`src/rtl/evm_multi.sv`:
```
// Parametrised EVM controller: one-hot ballots, per-candidate tallies, sequential winner/tie scan.
// Latency: one ballot per WAIT_VOTE->VOTED pair; results valid NUM_CAND cycles after the poll closes.
// No backpressure: inputs are level-sampled each cycle. Define EVM_SATURATE_EN for saturating counters.
module evm_multi #(
    parameter int NUM_CAND = 4,
    parameter int WIDTH    = 8,
    parameter int TIMEOUT  = 100,
    parameter int TMR_W    = 7,
    parameter int NAME_W   = 3
) (
    input  logic                clk,
    input  logic                rst,
    input  logic                switch_on_evm,
    input  logic                candidate_ready,
    input  logic [NUM_CAND-1:0] vote,
    input  logic                voting_session_done,
    input  logic [NAME_W-1:0]   display_sel,
    input  logic                display_winner,
    output logic [NAME_W-1:0]   candidate_name,
    output logic [WIDTH-1:0]    results,
    output logic                invalid_results,
    output logic                voting_in_progress,
    output logic                voting_done,
    output logic                vote_rejected,
    output logic                overflow
);

    typedef enum logic [2:0] {
        IDLE, WAIT_CAND, WAIT_VOTE, VOTED, TALLY, DONE
    } state_t;

    state_t            state, state_nxt;
    logic [WIDTH-1:0]  cnt [NUM_CAND];
    logic [TMR_W-1:0]  timer;
    logic [NAME_W-1:0] vote_idx, scan_idx, max_idx;
    logic [WIDTH-1:0]  max_cnt, scan_cnt, sel_cnt;
    logic              tie, rej_q;
    logic              vote_any, vote_multi, timer_hit;
    logic [NAME_W-1:0] vote_enc;

    // x & (x-1) is nonzero exactly when more than one bit is set
    always_comb begin
        vote_any   = |vote;
        vote_multi = (vote & (vote - NUM_CAND'(1))) != '0;
        vote_enc   = '0;
        for (int i = 0; i < NUM_CAND; i++)
            if (vote[i]) vote_enc = NAME_W'(i);
    end

    assign timer_hit = (timer == TMR_W'(TIMEOUT));

    always_comb begin
        scan_cnt = '0;
        sel_cnt  = '0;
        for (int i = 0; i < NUM_CAND; i++) begin
            if (scan_idx == NAME_W'(i))    scan_cnt = cnt[i];
            if (display_sel == NAME_W'(i)) sel_cnt  = cnt[i];
        end
    end

    always_comb begin
        state_nxt = state;
        case (state)
            IDLE:      if (switch_on_evm) state_nxt = WAIT_CAND;
            WAIT_CAND: begin
                if (candidate_ready)                       state_nxt = WAIT_VOTE;
                else if (voting_session_done || timer_hit) state_nxt = TALLY;
            end
            WAIT_VOTE: begin
                if (vote_multi)                            state_nxt = WAIT_VOTE;
                else if (vote_any && !candidate_ready)     state_nxt = VOTED;
                else if (!vote_any && timer_hit)           state_nxt = WAIT_CAND;
            end
            VOTED:     state_nxt = candidate_ready ? WAIT_VOTE : WAIT_CAND;
            TALLY:     if (scan_idx == NAME_W'(NUM_CAND - 1)) state_nxt = DONE;
            DONE:      state_nxt = DONE;
            default:   state_nxt = IDLE;
        endcase
        if (!switch_on_evm) state_nxt = IDLE;
    end

    always_ff @(posedge clk or negedge rst) begin
        if (!rst) state <= IDLE;
        else      state <= state_nxt;
    end

    // Inactivity timer: restarts on state entry and on any ballot activity
    always_ff @(posedge clk or negedge rst) begin
        if (!rst) begin
            timer <= '0;
        end else if (!switch_on_evm || state_nxt != state ||
                     !(state == WAIT_CAND || state == WAIT_VOTE)) begin
            timer <= '0;
        end else if (state == WAIT_VOTE && vote_any) begin
            timer <= '0;
        end else if (!timer_hit) begin
            timer <= timer + TMR_W'(1);
        end
    end

    always_ff @(posedge clk or negedge rst) begin
        if (!rst) begin
            vote_idx <= '0;
            rej_q    <= 1'b0;
        end else begin
            rej_q <= switch_on_evm && state == WAIT_VOTE && vote_multi;
            if (state == WAIT_VOTE && state_nxt == VOTED) vote_idx <= vote_enc;
        end
    end

`ifdef EVM_SATURATE_EN
    logic ovf_q;
    assign overflow = ovf_q;
`else
    assign overflow = 1'b0;
`endif

    always_ff @(posedge clk or negedge rst) begin
        if (!rst) begin
            for (int i = 0; i < NUM_CAND; i++) cnt[i] <= '0;
`ifdef EVM_SATURATE_EN
            ovf_q <= 1'b0;
`endif
        end else if (!switch_on_evm || state == IDLE) begin
            for (int i = 0; i < NUM_CAND; i++) cnt[i] <= '0;
`ifdef EVM_SATURATE_EN
            ovf_q <= 1'b0;
`endif
        end else if (state == VOTED) begin
            for (int i = 0; i < NUM_CAND; i++) begin
                if (vote_idx == NAME_W'(i)) begin
`ifdef EVM_SATURATE_EN
                    if (cnt[i] == '1) ovf_q  <= 1'b1;
                    else              cnt[i] <= cnt[i] + WIDTH'(1);
`else
                    cnt[i] <= cnt[i] + WIDTH'(1);
`endif
                end
            end
        end
    end

    // Scan: index 0 seeds the maximum; an equal count later marks a tie
    always_ff @(posedge clk or negedge rst) begin
        if (!rst) begin
            scan_idx <= '0;
            max_cnt  <= '0;
            max_idx  <= '0;
            tie      <= 1'b0;
        end else if (!switch_on_evm || state == IDLE) begin
            scan_idx <= '0;
            max_cnt  <= '0;
            max_idx  <= '0;
            tie      <= 1'b0;
        end else if (state == TALLY) begin
            scan_idx <= scan_idx + NAME_W'(1);
            if (scan_idx == '0) begin
                max_cnt <= scan_cnt;
                max_idx <= '0;
                tie     <= 1'b0;
            end else if (scan_cnt > max_cnt) begin
                max_cnt <= scan_cnt;
                max_idx <= scan_idx;
                tie     <= 1'b0;
            end else if (scan_cnt == max_cnt) begin
                tie     <= 1'b1;
            end
        end else begin
            scan_idx <= '0;
        end
    end

    always_comb begin
        candidate_name     = '0;
        results            = '0;
        invalid_results    = 1'b0;
        voting_done        = 1'b0;
        voting_in_progress = (state == WAIT_VOTE);
        vote_rejected      = rej_q;
        if (state == DONE) begin
            voting_done     = 1'b1;
            invalid_results = tie;
            if (display_winner) begin
                if (!tie) begin
                    candidate_name = max_idx + NAME_W'(1);
                    results        = max_cnt;
                end
            end else if (display_sel < NAME_W'(NUM_CAND)) begin
                candidate_name = display_sel + NAME_W'(1);
                results        = sel_cnt;
            end
        end
    end

endmodule

```
`config.mk`:
```
export PLATFORM = sky130hd
export DESIGN_NAME = evm_multi
export DESIGN_NICKNAME = d
export VERILOG_FILES = /design/src/rtl/evm_multi.sv
export SDC_FILE = /design/constraint.sdc
export NUM_CORES = 1
export LEC_CHECK = 0
export BUFFER_PORTS_ARGS = -buffer_cell sky130_fd_sc_hd__buf_2
export CAP_MARGIN = 20
export CELL_PAD_IN_SITES_DETAIL_PLACEMENT = 1
export CELL_PAD_IN_SITES_GLOBAL_PLACEMENT = 2
export CORE_AREA = 3 3 108 110
export CTS_CLUSTER_DIAMETER = 150
export CTS_CLUSTER_SIZE = 24
export DETAILED_ROUTE_END_ITERATION = 10
export DIE_AREA = 0 0 111 113
export GPL_TIMING_DRIVEN = 1
export PLACE_DENSITY_LB_ADDON = 0.1
export SLEW_MARGIN = 20
export SYNTH_ARGS = -nofsm -noshare
export SYNTH_HDL_FRONTEND = slang
export SYNTH_SLANG_ARGS = --single-unit
```
`constraint.sdc`:
```
create_clock -name clk -period 3.76 [get_ports clk]
set_clock_uncertainty 0.05 [all_clocks]
set_input_delay 0.752 -clock clk [delete_from_list [all_inputs] [get_ports clk]]
set_output_delay 0.752 -clock clk [all_outputs]
set_load 0.05 [all_outputs]
```
==> run metrics, run 1 <==
core box area=10800 sq um; clock-pin slew on the worst setup and hold paths=0.07 ns; die width=111 um; Mapped Avg Cell Area=8.69 sq um; total chip power=1.63 mW; RSZ-0062 raised after global routing=false; Routed WL per cell=18.0 um; Post-DRT Antenna Nets=0; Top Ports=29; Starting Density=0.377; Slew HR=0.443; Layout Nets=524; commonest non-fill, non-tap cells in the layout=nor2_1, dfrtp_1, nand2_1, inv_1, buf_2; Worst EP arrival=2.67 ns; main flop type after synthesis=dfrtp_1; CP delay by family, top=simple AND/OR/NAND/NOR gates; #FFs+latches synth=60; startpoint types=input pin; via count=3462; PortBufs=27; register area=1500 sq um; Flop pwr share=0.432; CP Cell Sequence=buf_2 > inv_1 > ha_1 > nor2b_1 > a221oi_1 > a211o_1 > nand2_1 > a22oi_1 > nor2_1 > buf_2; Comb power frac=0.147; vias per cell=5.48; switching power of the nets=0.474 mW; switching share of total power=0.292; # setup viols final=0; Post-synth EDFFs=0; Hold Crit Class=flop to flop; leakage=2.04 nW; CP max FO=8; Die Y-Extent=113 um; Clk Latency, worst-skew pair=0.34 ns; root buffer cell=clkbuf_8; synthesized cell area=4070 sq um; routability cong.=0.795; Ant. Diodes=0; Total GRT Usage=0.190; CTS tree=yes; die area=12500 sq um; Distinct cells, synth=58; Period Utilization, post-route=0.923; largest net degree at the start of global routing=61; internal cell power=1.15 mW; DP Wirelength=8.51 mm; max_cap viols=0; yosys warns=0; floorplan row count=38; asr flop ratio synth=1.00; FILL cells=1273; first-pass GRT wire length=19.1 mm; VDD IR max=261 uV; commonest non-fill, non-tap cell in the layout=nor2_1; crit-path most repeated cell=buf_2; cts hold-fix bufs=0; endpoint class of the critical path=primary output; crit path max-delay cell type=nor2b_1; Resized Gates After CTS=0; Max Clk Rate=0.288 GHz; H-Tree Depth=3; share of layout cells above drive strength 1=0.126; minimum clock period=3.47 ns; PwrDens=357 nW/um^2; Max Slew Vio Count=0; drt initial violations=188; initial antenna violation count=0; CP max stage delay=0.49 ns; CTS Buffer Depth=2; routed wire length=11.4 mm; Slew @ Worst Pin=0.826 ns; multi-input logic area=2320 sq um; synthesized instance count=469; Setup Buffers After CTS=0; final hold violation count=0; vias in the first global route=3582; Post-route DRC=0; Final TNS setup=0 ns; Area growth, synth to finish=11.7%; Worst EP required=2.96 ns; Setup CP Type=input pin to primary output; clk sinks=60; sequential-to-total area share from yosys stat=0.369; CTS buffer count=9; Clock power frac=0.421; status=completed; Buf/Inv on CP=3; first drt pass iteration count=4; GRT Residual Overflow=0; post-synthesis net count=506
## kinds of logic after synthesis
| logic type | Yosys count | synth area share |
|---|---|---|
| AO/OA/AOI/OAI | 107 | 0.185 |
| XOR/XNOR | 35 | 0.0799 |
| flip-flops | 60 | 0.369 |
| AND/OR/NAND/NOR | 171 | 0.210 |
| other | 1 | 0.000920 |
| adder cells (fa/ha/maj) | 24 | 0.0737 |
| multiplexers | 7 | 0.0178 |
| buffers and inverters | 64 | 0.0642 |
## flip-flops by register name, indices dropped and copies added (netlist names)
register and flops:
cnt 32, max_cnt 8, timer 7, max_idx 3, scan_idx 3, state 3, vote_idx 2, tie 1
vote_rejected 1
## power by group through the flow
stage          clock [mW]  combinational (mW)  sequential (mW)
2_1_floorplan           0               0.182            0.694
3_3_place_gp            0               0.240            0.714
3_5_place_dp            0               0.244            0.715
4_1_cts             0.706               0.245            0.702
5_1_grt             0.737               0.269            0.709
6_report            0.684               0.240            0.702
## Yosys cell counts (11+ instances only)
cell       n  share of area
dfrtp_1   60           0.37
ha_1      24          0.074
o21ai_0   20          0.025
xor2_1    23          0.049
xnor2_1   11          0.024
a21oi_1   21          0.026
inv_1     37          0.034
nor2_1    61          0.056
a22oi_1   16          0.029
clkbuf_1  18          0.017
nand2_1   41          0.038
## cell type report
class | count | area share
flip-flops and latches | 60 | 0.330
clock buffers | 13 | 0.0349
multi-input cells | 345 | 0.510
repair buffers | 34 | 0.0412
inverters | 37 | 0.0305
well taps | 140 | 0.0385
clock inverters | 3 | 0.0151
## final timing paths
| check | startpoint | endpoint | slack (ns) | depth (start not counted) |
|---|---|---|---|---|
| max in group asynchronous | rst | scan_idx[0]$_DFF_PN0_ | 2.59 | 2 |
| worst min-delay path | scan_idx[0]$_DFF_PN0_ | scan_idx[0]$_DFF_PN0_ | 0.46 | 1 |
| worst max register to register | scan_idx[1]$_DFF_PN0_ | max_cnt[6]$_DFFE_PN0P_ | 0.39 | 15 |
| min in group asynchronous | rst | cnt[28]$_DFFE_PN0P_ | 0.53 | 2 |
| worst min register to register | scan_idx[0]$_DFF_PN0_ | scan_idx[0]$_DFF_PN0_ | 0.46 | 1 |
| worst max-delay path | display_sel[1] | results[4] | 0.29 | 10 |
## metal layers
metal	vias to the layer above	GRT usage	wire length, um
met5	-	0	0
met4	0	0.0509	145
met2	43	0.310	5280
li1	1691	-	-
met1	1717	0.263	5640
met3	11	0.0321	294
## metrics by stage
step                utilization  hold slack [ns]  instances  worst slack [ns]  cell area (sq um)
floorplan                     -            0.406        469             0.333               4070
global placement          0.401            0.442        616             0.398               4320
detailed placement        0.401            0.454        616             0.348               4320
CTS                       0.422            0.463        632             0.340               4550
global route              0.422            0.511        632            0.0407               4550
finish                    0.422            0.459        632             0.288               4550
Power figures use the tool's default switching activity.
==> run 2: changes to the inputs <==
ABC_AREA = 1   (was not set)
BUFFER_PORTS_ARGS = -buffer_cell sky130_fd_sc_hd__buf_4   (was -buffer_cell sky130_fd_sc_hd__buf_2)
CORE_AREA = 3 3 113 115   (was 3 3 108 110)
DIE_AREA = 0 0 116 118   (was 0 0 111 113)
clock period = 3.2 ns   (was 3.76 ns; I/O delays follow)
==> run 2 against run 1 <==
Net effect:
- sequential cell count unchanged
- via count up 19%
- wire length up 20%
- global-route usage up 2.1 points
- critical path depth up 1
- synthesized area up 0.49%
- worst setup slack worse by 0.082 ns
- cell count up 22%
- non-clock buffer count up 6
- die area up 9.1%
- total power up 35%
==> run metrics, run 2 <==
yosys warns=0 (unchanged); Worst R2R Setup Slack=0.22 ns (-0.17 ns); H-Tree Depth=3 (unchanged); synthesized instance count=586 (+25%); routed wire length=13.6 mm (+20%); Max Clk Rate=0.334 GHz; final hold violation count=0 (unchanged); core box area=11900 sq um (+10%); Most flops, register=cnt; routability cong.=0.811 (+1.9%); VDD IR max=220 uV (-16%); Worst Setup Slack, final=0.206 ns (-0.0817 ns); Layout Nets=656 (+25%); GRT Residual Overflow=0 (unchanged); Hold Slack=0.346 ns (-0.113 ns); startpoint types=input pin; first drt pass iteration count=4 (unchanged); most frequent cells after synthesis=nand2_1, inv_1, dfrtp_1; Slew @ Worst Pin=0.838 ns (+0.0112 ns); PwrDens=451 nW/um^2 (+26%); post-synthesis net count=623 (+23%); Mapped Avg Cell Area=6.99 sq um (-20%); CTS tree=yes; number of flip-flops in the largest register=32 (unchanged); Final TNS setup=0 ns (unchanged); Routed WL per cell=17.6 um (-1.9%); CTS buffer count=9 (unchanged); count leader, synth=nand2_1; asr flop ratio synth=1.00 (unchanged); synthesized cell area=4090 sq um (+0.49%); Post-synth EDFFs=0 (unchanged); die width=116 um (+4.5%); # setup viols final=0 (unchanged); Distinct cells, synth=35 (-40%); RSZ-0062 raised after global routing=false; clock-pin slew on the worst setup and hold paths=0.05 ns (-0.02 ns); via count=4116 (+19%); pre-CTS setup slack=0.137 ns (-0.211 ns); Max Slew Vio Count=0 (unchanged); Clk Latency, worst-skew pair=0.34 ns (about the same); vias per cell=5.34 (-2.5%); clk sinks=60 (unchanged); Worst EP arrival=2.30 ns (-0.37 ns); metal3 WL=398 um (+35%); cts hold-fix bufs=0 (unchanged); main flop type after synthesis=dfrtp_1; Total GRT Usage=0.211 (+0.0207); leakage=2.16 nW (+6.0%); Period Utilization, post-route=0.936; CP max FO=9 (+1); Starting Density=0.344 (-0.0338); Top Ports=29 (unchanged); Area growth, synth to finish=19.0%; Setup CP Type=input pin to primary output; PortBufs=27 (unchanged); endpoint class of the critical path=primary output; Die Y-Extent=118 um (+4.4%); Worst EP required=2.51 ns (-0.45 ns); worst r2r src=scan_idx[0]$_DFF_PN0_; Post-route DRC=0 (unchanged); commonest non-fill, non-tap cell in the layout=nand2_1; Worst Setup SP=display_sel[1]; Synth area leaders=dfrtp_1, nand2_1, inv_1; biggest regs=cnt: 32 flops, max_cnt: 8 flops, timer: 7 flops; post-synth top area share=0.367 (-0.00180); sequential-to-total area share from yosys stat=0.367 (-0.00180); initial antenna violation count=0 (unchanged); final design utilization=0.409 (-0.0127); total chip power=2.19 mW (+35%); Synth area leader=dfrtp_1; floorplan row count=40 (+5.3%); status=completed; CTS Buffer Depth=2 (unchanged); Post-DRT Antenna Nets=0 (unchanged); DP Wirelength=10.6 mm (+24%); Slew HR=0.442 (-0.00165); Ant. Diodes=0 (unchanged); Hold Crit Class=input pin to asynchronous set/reset pin; drt initial violations=180 (-4.3%); #FFs+latches synth=60 (unchanged); minimum clock period=2.99 ns; first-pass GRT wire length=22.6 mm (+18%); metal1 wirelength=6.33 mm (+12%); max_cap viols=0 (unchanged); root buffer cell=clkbuf_16; commonest non-fill, non-tap cells in the layout=nand2_1, inv_1, dfrtp_1, o21ai_0, nor2_1; largest net degree at the start of global routing=61 (unchanged); die area=13700 sq um (+9.1%); share of layout cells above drive strength 1=0.117 (-0.00903); vias in the first global route=4324 (+21%); DR top layer=met4; metal2 WL=6.56 mm (+24%)
-- run 2: cell types whose count changed in the layout (fill, tap and decap cells not counted), moves of 32 or more --
cell / before / now
nand2_1: 41 / 112
nand3_1: 10 / 42
o21ai_0: 19 / 54
inv_1: 37 / 82
buf_4: 7 / 39
-- run 2: final timing paths --
path                                                to  cells past startpoint
max in group asynchronous        scan_idx[0]$_DFF_PN0_                      1
worst min-delay path               cnt[22]$_DFFE_PN0P_                      1
worst max-delay path                        results[3]                     11
worst min register to register  max_idx[1]$_DFFE_PN0P_                      2
worst max register to register  max_idx[0]$_DFFE_PN0P_                     16
min in group clk                max_idx[1]$_DFFE_PN0P_                      2
-- run 2: worst max-delay path, stage by stage --
cell,delay (ns)
buf_4,0.12
inv_1,0.08
ha_1,0.18
clkinv_1,0.27
nand2_2,0.26
o22ai_1,0.10
nand2_1,0.07
o211ai_1,0.10
a21oi_1,0.24
nor3_2,0.06
buf_4,0.19
-- run 2: kinds of logic after synthesis --
group,synth area share
buffers and inverters,0.0993
xor gates and xnor gates,0.00642
and+or+nand+nor,0.279
DFF,0.367
other,0.000916
adders and majority gates,0.0734
AOI/OAI and AO/OA,0.174
-- run 2: repair_timing --
item | CTS | global route
buffers inserted | 0 | 0
gates resized for setup | 0 | 2
endpoints found under the setup margin | 0 | 14
-- run 2: per-stage QoR --
step           std cells  cell area, sq um
6_report             771              4870
5_1_grt              771              4870
4_1_cts              771              4870
3_5_place_dp         755              4540
3_3_place_gp         755              4540
2_1_floorplan        586              4120
-- run 2: metal layers --
metal,track usage,vias to the layer above
li1,-,2026
met1,0.292,2007
met2,0.332,62
met3,0.0303,21
met4,0.0769,0
met5,0,-
-- run 2: layout make-up --
class / count / area [sq um]
clock buffers: 13 / 260
clock inverters: 3 / 68.8
fillers: 1522 / 7040
inverters: 86 / 323
multi-input cells: 422 / 2220
flip-flops and latches: 60 / 1500
well taps: 147 / 184
repair buffers: 40 / 313
-- run 2: power breakdown --
part	switching, mW	leakage, nW	internal [mW]
sequential	0.0222	0.831	0.780
clock	0.367	0.160	0.726
combinational	0.214	1.17	0.0847
total	0.604	2.16	1.59
==> run 3: changes to the inputs <==
MAX_ROUTING_LAYER = met4   (was not set)
PLACE_DENSITY_LB_ADDON = 0.3   (was 0.1)
clock period = 3.1 ns   (was 3.2 ns; I/O delays follow)
==> run 3 against run 2 <==
Net effect:
- via count shrank 0.68%
- non-clock buffer count shrank 5
- sequential cell count is the same
- cell count shrank 0.91%
- largest power group unchanged
- global-route usage shrank 0.26 points
- register-to-register slack gained 0.12 ns
- first-iteration DRC count grew 19%
- critical path depth is the same
- largest cell class unchanged
- clock-buffer cell count shrank 2
- worst setup slack lost 0.067 ns
- final area shrank 2.1%
==> run metrics, run 3 (synthesis results as in run 2) <==
Final TNS setup=0 ns (unchanged); multi-input logic area=2240 sq um (+0.79%); Worst R2R Setup Slack=0.34 ns (+0.12 ns); routed wire length=13.1 mm (-3.8%); GRT Residual Overflow=0 (unchanged); biggest regs=cnt: 32 flops, max_cnt: 8 flops, timer: 7 flops; leakage=2.10 nW (-2.6%); Hold Crit Class=input pin to asynchronous set/reset pin; Clk Latency, worst-skew pair=0.34 ns (about the same); max_cap viols=0 (unchanged); vias per cell=5.35 (+0.23%); Setup Buffers After CTS=0 (unchanged); via count=4088 (-0.68%); CTS Buffer Depth=2 (unchanged); die width=116 um (unchanged); switching power of the nets=0.586 mW (-2.9%); RSZ-0062 raised after global routing=false; minimum clock period=2.96 ns; Comb power frac=0.145 (+0.009); root buffer cell=clkbuf_16; clock-pin slew on the worst setup and hold paths=0.05 ns (about the same); Resized Gates After CTS=0 (unchanged); die area=13700 sq um (unchanged); vias in the first global route=4208 (-2.7%); first drt pass iteration count=5 (+1); floorplan row count=40 (unchanged); commonest non-fill, non-tap cells in the layout=nand2_1, inv_1, dfrtp_1, o21ai_0, nor2_1; endpoint class of the critical path=primary output; number of flip-flops in the largest register=32 (unchanged); r2r endpoint=max_cnt[3]$_DFFE_PN0P_; # setup viols final=0 (unchanged); Max Slew Vio Count=0 (unchanged); DP Wirelength=10.0 mm (-5.2%); Total GRT Usage=0.208 (-0.00263); PortBufs=27 (unchanged); share of layout cells above drive strength 1=0.115 (-0.00191); initial antenna violation count=0 (unchanged); Routed WL per cell=17.1 um (-2.9%); status=completed; Worst EP required=2.43 ns (-0.08 ns); core box area=11900 sq um (unchanged); final hold violation count=0 (unchanged); cts hold-fix bufs=0 (unchanged); H-Tree Depth=3 (unchanged); Area growth, synth to finish=16.4%; Worst EP arrival=2.29 ns (about the same); drt initial violations=214 (+19%); Ant. Diodes=0 (unchanged); Worst Setup SP=display_sel[1]; Clock power frac=0.444 (-0.054); Slew HR=0.469 (+0.0277); CP max FO=9 (unchanged); Die Y-Extent=118 um (unchanged); commonest non-fill, non-tap cell in the layout=nand2_1; Period Utilization, post-route=0.955; pre-CTS setup slack=0.177 ns (+0.0394 ns); Starting Density=0.344 (unchanged); register area=1500 sq um (unchanged); Register-to-Register Path Depth=15 (-1); worst r2r src=scan_idx[0]$_DFF_PN0_; Post-DRT Antenna Nets=0 (unchanged); FILL cells=1511 (-0.72%); Max Clk Rate=0.338 GHz; Setup CP Type=input pin to primary output; Flop pwr share=0.411 (+0.046); internal cell power=1.44 mW (-9.8%); Layout Nets=651 (-0.76%); CTS buffer count=9 (unchanged); Top Ports=29 (unchanged); clk sinks=60 (unchanged); Most flops, register=cnt; Post-route DRC=0 (unchanged); largest net degree at the start of global routing=61 (unchanged); CTS tree=yes; switching share of total power=0.290 (+0.0148); VDD IR max=265 uV (+20%); Slew @ Worst Pin=0.796 ns (-0.0415 ns); Worst Setup Slack, final=0.140 ns (-0.0668 ns); startpoint types=input pin; PwrDens=424 nW/um^2 (-5.9%); routability cong.=0.883 (+8.9%); Hold Slack=0.319 ns (-0.0271 ns); first-pass GRT wire length=21.6 mm (-4.2%)
run 3: critical path: stages:
cell and delay (ns):
buf_4 0.12, inv_1 0.07, ha_1 0.18, clkinv_1 0.21, nand2_1 0.26, o22ai_1 0.10, nand2_1 0.08, o211ai_1 0.09
a21oi_1 0.26, nor3_2 0.06, buf_4 0.22
run 3: how the worst max path moves through the flow:
| stage | depth (start not counted) | slack [ns] | endpoint |
|---|---|---|---|
| 2_1_floorplan | 5 | 0.06 | candidate_name[0] |
| 3_3_place_gp | 11 | 0.19 | results[0] |
| 3_5_place_dp | 11 | 0.18 | results[0] |
| 4_1_cts | 11 | 0.17 | results[0] |
| 5_1_grt | 11 | 0.002 | results[0] |
| 6_report | 11 | 0.14 | results[0] |
run 3: final cells by class:
| type | count | share of cell area |
|---|---|---|
| multi-input cells | 422 | 0.470 |
| flip-flops and latches | 60 | 0.315 |
| inverters | 86 | 0.0677 |
| repair buffers | 35 | 0.0551 |
| clock buffers | 11 | 0.0509 |
| well taps | 147 | 0.0386 |
| clock inverters | 3 | 0.00315 |
run 3: routing by layer:
metal | share of wire | vias up | global-route usage
li1 | - | 2001 | -
met2 | 0.48 | 63 | 0.323
met5 | 0 | - | -
met1 | 0.48 | 2011 | 0.278
met4 | 0.015 | 0 | 0.0674
met3 | 0.034 | 13 | 0.0308
run 3: power by group through the flow:
stage | clock [mW] | combinational (mW) | sequential, mW
finish | 0.898 | 0.293 | 0.830
global placement | 0 | 0.293 | 0.840
global route | 0.962 | 0.335 | 0.831
detailed placement | 0 | 0.299 | 0.843
floorplan | 0 | 0.195 | 0.837
CTS | 0.931 | 0.299 | 0.829
run 3: per-stage QoR:
step | area, sq um | power [mW] | util | cells
floorplan | 4140 | 1.03 | - | 586
global placement | 4500 | 1.13 | 0.378 | 750
detailed placement | 4500 | 1.14 | 0.378 | 750
CTS | 4760 | 2.06 | 0.400 | 764
global route | 4770 | 2.13 | 0.400 | 764
finish | 4770 | 2.02 | 0.400 | 764
